--- src/rtl/dmem_responder.sv ---
// rtl/dmem_responder.sv - data-memory responder: word RAM plus MMIO cycle counter and byte TX FIFO (optional DMEM_ALIGN_CHECK_EN)
module dmem_responder #(
  parameter int n           = 32,
  parameter int DEPTH_WORDS = 64,
  parameter int FIFO_DEPTH  = 8
) (
  input  logic         clk,
  input  logic         reset,
  input  logic         memwrite,
  input  logic [n-1:0] addr,
  input  logic [n-1:0] writedata,
  output logic [n-1:0] readdata,
  output logic [7:0]   out_data,
  output logic         out_valid,
  input  logic         out_ready,
  output logic         fault
);

  localparam int AW = $clog2(DEPTH_WORDS);
  localparam int PW = $clog2(FIFO_DEPTH);
  localparam int CW = PW + 1;

  localparam logic [1:0] SEL_CYCLE  = 2'd0;
  localparam logic [1:0] SEL_TXDATA = 2'd1;
  localparam logic [1:0] SEL_STATUS = 2'd2;

  logic [n-1:0]  mem [DEPTH_WORDS];
  logic [7:0]    fifo_mem [FIFO_DEPTH];
  logic [n-1:0]  cycle;
  logic [PW-1:0] wr_ptr;
  logic [PW-1:0] rd_ptr;
  logic [CW-1:0] count;
  logic [15:0]   drop;

  logic [AW-1:0] word_idx;
  logic [1:0]    sel;
  logic          is_mmio;
  logic          wr_en;
  logic          full;
  logic          empty;
  logic          push;
  logic          pop;
  logic          accept;
  logic          drop_ev;
  logic          unused_addr_bits;

  assign word_idx = addr[AW+1:2];
  assign sel      = addr[3:2];
  assign is_mmio  = addr[n-1];

  // Upper RAM-index bits alias by design and the byte offset only matters with the alignment check.
  assign unused_addr_bits = ^{addr[n-2:AW+2], addr[1:0]};

`ifdef DMEM_ALIGN_CHECK_EN
  logic fault_q;

  // A misaligned store has no side effect anywhere; a write while reset is held is dropped.
  assign wr_en = memwrite && reset && (addr[1:0] == 2'b00);
  assign fault = fault_q;

  // Sticky misaligned-store flag, cleared only by reset.
  always_ff @(posedge clk or negedge reset) begin
    if (!reset) begin
      fault_q <= 1'b0;
    end else if (memwrite && (addr[1:0] != 2'b00)) begin
      fault_q <= 1'b1;
    end
  end
`else
  // Byte offset ignored; a write while reset is held is dropped.
  assign wr_en = memwrite && reset;
  assign fault = 1'b0;
`endif

  assign full    = (count == CW'(FIFO_DEPTH));
  assign empty   = (count == '0);
  assign push    = wr_en && is_mmio && (sel == SEL_TXDATA);
  assign pop     = !empty && out_ready;
  assign accept  = push && (!full || pop);
  assign drop_ev = push && full && !pop;

  assign out_valid = !empty;
  assign out_data  = empty ? 8'h00 : fifo_mem[rd_ptr];

  // Word RAM store; contents survive reset.
  always_ff @(posedge clk) begin
    if (wr_en && !is_mmio) begin
      mem[word_idx] <= writedata;
    end
  end

  // FIFO byte storage; stale entries are never visible because out_data is masked when empty.
  always_ff @(posedge clk) begin
    if (accept) begin
      fifo_mem[wr_ptr] <= writedata[7:0];
    end
  end

  // Free-running cycle counter; a store to CYCLE takes precedence over the increment.
  always_ff @(posedge clk or negedge reset) begin
    if (!reset) begin
      cycle <= '0;
    end else if (wr_en && is_mmio && (sel == SEL_CYCLE)) begin
      cycle <= writedata;
    end else begin
      cycle <= cycle + 1'b1;
    end
  end

  // FIFO pointers, occupancy and saturating drop counter.
  always_ff @(posedge clk or negedge reset) begin
    if (!reset) begin
      wr_ptr <= '0;
      rd_ptr <= '0;
      count  <= '0;
      drop   <= '0;
    end else begin
      if (accept) begin
        wr_ptr <= wr_ptr + 1'b1;
      end
      if (pop) begin
        rd_ptr <= rd_ptr + 1'b1;
      end
      if (accept && !pop) begin
        count <= count + 1'b1;
      end else if (pop && !accept) begin
        count <= count - 1'b1;
      end
      if (drop_ev && (drop != 16'hFFFF)) begin
        drop <= drop + 1'b1;
      end
    end
  end

  // Combinational read mux so the cpu sees data in the same cycle.
  always_comb begin
    readdata = '0;
    if (!is_mmio) begin
      readdata = mem[word_idx];
    end else begin
      case (sel)
        SEL_CYCLE:  readdata = cycle;
        SEL_STATUS: readdata = n'({drop, {(8-CW){1'b0}}, count, 6'b000000, full, empty});
        default:    readdata = '0;
      endcase
    end
  end

endmodule
--- config.mk ---
export PLATFORM = sky130hd
export DESIGN_NAME = dmem_responder
export DESIGN_NICKNAME = d
export VERILOG_FILES = /design/src/rtl/dmem_responder.sv
export SDC_FILE = /design/constraint.sdc
export NUM_CORES = 2
export LEC_CHECK = 0
export ABC_CLOCK_PERIOD_IN_PS = 3100
export BUFFER_PORTS_ARGS = -buffer_cell sky130_fd_sc_hd__buf_2
export CORE_MARGIN = 1.5
export CORE_UTILIZATION = 55
export DETAILED_ROUTE_END_ITERATION = 8
export PLACE_DENSITY = 0.77
export SYNTH_ARGS = -nofsm -noshare
export SYNTH_HDL_FRONTEND = slang
export SYNTH_SLANG_ARGS = --single-unit
export TNS_END_PERCENT = 50
--- constraint.sdc ---
create_clock -name clk -period 3.1 [get_ports clk]
set_input_delay 0 -clock clk [delete_from_list [all_inputs] [get_ports clk]]
set_output_delay 0 -clock clk [all_outputs]
set_load 0.03 [all_outputs]
==> metrics <==
status=finished, violations left; failing checks=negative setup slack; post-CTS setup buffer count=0; Overall Power=61600 uW; Skew-Pair Late Insertion Delay=830 ps; met3 GRT Util=0.0921; Die Footprint=156000 sq um; leading area contributor after synthesis=edfxtp_1; leakage power=0.0312 uW; Syn-to-layout area delta=15.5%; Initial Util=0.555; met2 Usage GRT=0.481; initial antenna violation count=15; port bufs=83; I/O Pins=110; Mapped Area=84300 sq um; commonest non-fill, non-tap cell in the layout=edfxtp_1; first-pass GRT wire length=345 mm; max incr delay on CP=510 ps; FILL cells=9536; Vias=46206; Vias/cell=6.98; met1 Use GR=0.422; final setup fails=5; Clock transition at path regs=60 ps; Synth cell types=75; Startpoint Class=register; slew at the pin with the worst max-slew slack=1340 ps; post-synthesis sequential element count=2170; # Max-Cap Violations=0; Most used DFF post-synth=edfxtp_1; Async SR Flop Fraction=0.0267; CTS Buf Count=203; Rel. slew slack=0.104; Routed WL per cell=37.4 um; final hold viol count=0; pwr dens=632 nW/um^2; Crit Path Class=reg -> out; post-detail-place hpwl=150 mm; nets=4504; Crit-path slowest cell=mux4_2; Pre-antenna DRT Iters=5; clock sink count=2170; crit path time final=3430 ps; Hold Crit Class=in -> reg; grt peak-use layer=met2; Tcrit/Tclk final=1.11; synth top area cells=edfxtp_1 (75%), mux4_2 (14%), dfrtp_1 (1.7%); root buffer cell=clkbuf_16; sequential area share after synthesis=0.769; Max FO, Critical Path=1; Synth top area share=0.752; crit end category=output pin; Die Y=395 um; Slew Viols, Final=0; Syn Inst Count=3950; grt total ovfl=0; GR Util All Layers=0.319; Critical Path, Cell by Cell=mux4_2 > a221oi_4 > nor2_2 > a2111oi_4 > nand4_1 > o21a_2 > buf_6; antenna viol nets, final=0; CP arrival=3430 ps; vias in the first global route=45623; Setup WS pre-CTS=-127 ps; Worst EP required=3100 ps; Synth Area per Inst=21.4 sq um; # rows=143; Peak VDD IR=0.657 mV; Max Clk Rate=291 MHz; largest net degree at the start of global routing=66; Post-synth EDFFs=2112; Synth Net Count=4026; setup TNS=-500 ps; Max Root-Sink Buffers=3; total core area=152000 sq um; CTS tree=done; most frequent cells in the layout=edfxtp_1 (2112), mux4_2 (507), buf_4 (287); H-Tree Depth=4; Die Wd=395 um; Post-Route WL=248 mm; RePlAce Congestion=0.917; residual DRC count=0; skew final=15.9 ps; RSZ-0062 raised after global routing=true; share of post-route cells with drive strength above 1=0.297; yosys warns=0; Final WS setup=-331 ps; iteration-0 DRC count of the detailed router=7747
-- routing by layer --
metal,wire length [um],up-vias
li1,-,17541
met1,81700,23716
met2,113000,4137
met3,36200,794
met4,16400,18
met5,131,-
-- cells by family after synthesis --
group,Yosys count,share of synthesized area
AOI/OAI and AO/OA,369,0.0303
buffers and inverters,224,0.0142
muxes,661,0.154
adders and majority gates,8,0.00128
and+or+nand+nor,464,0.0257
other,1,0.0000445
DFF,2170,0.769
xor gates and xnor gates,53,0.00550
-- power breakdown --
part           internal, uW  switching [uW]  total [uW]
combinational          1940            3110        5050
sequential            32500             439       32900
clock                 13100           10600       23700
total                 47500           14100       61600
-- critical path, delay by kind of cell, from the launching register on --
family / cells / cell delay (ps)
flip-flops: 1 / 390
multiplexers: 1 / 510
buffers and inverters: 1 / 160
AO/OA/AOI/OAI: 3 / 990
AND/OR/NAND/NOR: 2 / 530
-- registers in the layout, summed over array words and instances (netlist names) --
signal and count:
mem 2048, cycle 32, wr_ptr 3, fifo_mem 64, rd_ptr 3, count 4, drop 16
-- Yosys cell counts, types with 7 or more instances --
| master | count |
|---|---|
| dfrtp_1 | 58 |
| buf_6 | 19 |
| a32oi_1 | 9 |
| a211oi_1 | 7 |
| and3_1 | 15 |
| edfxtp_1 | 2112 |
| nand2b_1 | 14 |
| nor3_1 | 23 |
| buf_4 | 23 |
| nand3_1 | 49 |
| a21oi_1 | 85 |
| mux4_2 | 507 |
| a22o_1 | 16 |
| a31oi_1 | 11 |
| clkbuf_1 | 90 |
| nand2_1 | 114 |
| o31a_1 | 12 |
| and2_1 | 9 |
| a221oi_1 | 31 |
| nor2_1 | 173 |
| nand4_1 | 19 |
| o21ai_0 | 50 |
| mux2i_1 | 140 |
| xor2_1 | 29 |
| mux2_2 | 14 |
| a22oi_1 | 71 |
| o22ai_1 | 22 |
| ha_1 | 7 |
| a2111oi_0 | 9 |
| xnor2_1 | 24 |
| buf_1 | 21 |
| buf_2 | 60 |
| nor2b_1 | 18 |
-- final cells by class --
class / count / area [sq um] / area share
Sequential cell: 2170 / 64900 / 0.666
Inverter: 6 / 25.0 / 0.000257
Clock buffer: 266 / 5400 / 0.0554
Tap cell: 2030 / 2540 / 0.0261
Antenna cell: 5 / 12.5 / 0.000128
Timing Repair Buffer: 491 / 4730 / 0.0485
Clock inverter: 99 / 793 / 0.00814
Multi-Input combinational cell: 1556 / 19100 / 0.196
-- timing repair --
| item | CTS | global route |
|---|---|---|
| hold buffers | 35 | 0 |
| pin swaps | 15 | 14 |
| cloned | 0 | 0 |
| setup endpoints to repair | 15 | 21 |
| endpoints found under the hold margin | 1376 | 0 |
| gates resized for setup | 48 | 28 |
-- metrics by stage --
step / hold slack [ps] / area [sq um] / utilization / cells
floorplan: -296 / 84300 / - / 3950
global placement: 237 / 90500 / 0.595 / 6218
detailed placement: 239 / 90500 / 0.595 / 6218
CTS: 11.7 / 97300 / 0.640 / 6618
global route: 75.6 / 97400 / 0.641 / 6619
finish: 64.4 / 97500 / 0.641 / 6623
-- final timing paths --
check | start | end | slack, ps | cells past startpoint
max | mem[45][22] | readdata[22] | -330 | 7
max in group asynchronous | reset | rd_ptr[0] | 2490 | 3
min reg2reg | drop[15] | drop[15] | 500 | 1
min in group asynchronous | reset | cycle[7] | 70 | 3
max reg2reg | count[0] | count[3] | 450 | 10
min | writedata[0] | mem[18][0] | 60 | 1
Note: power is estimated with default switching activity, not from simulation.
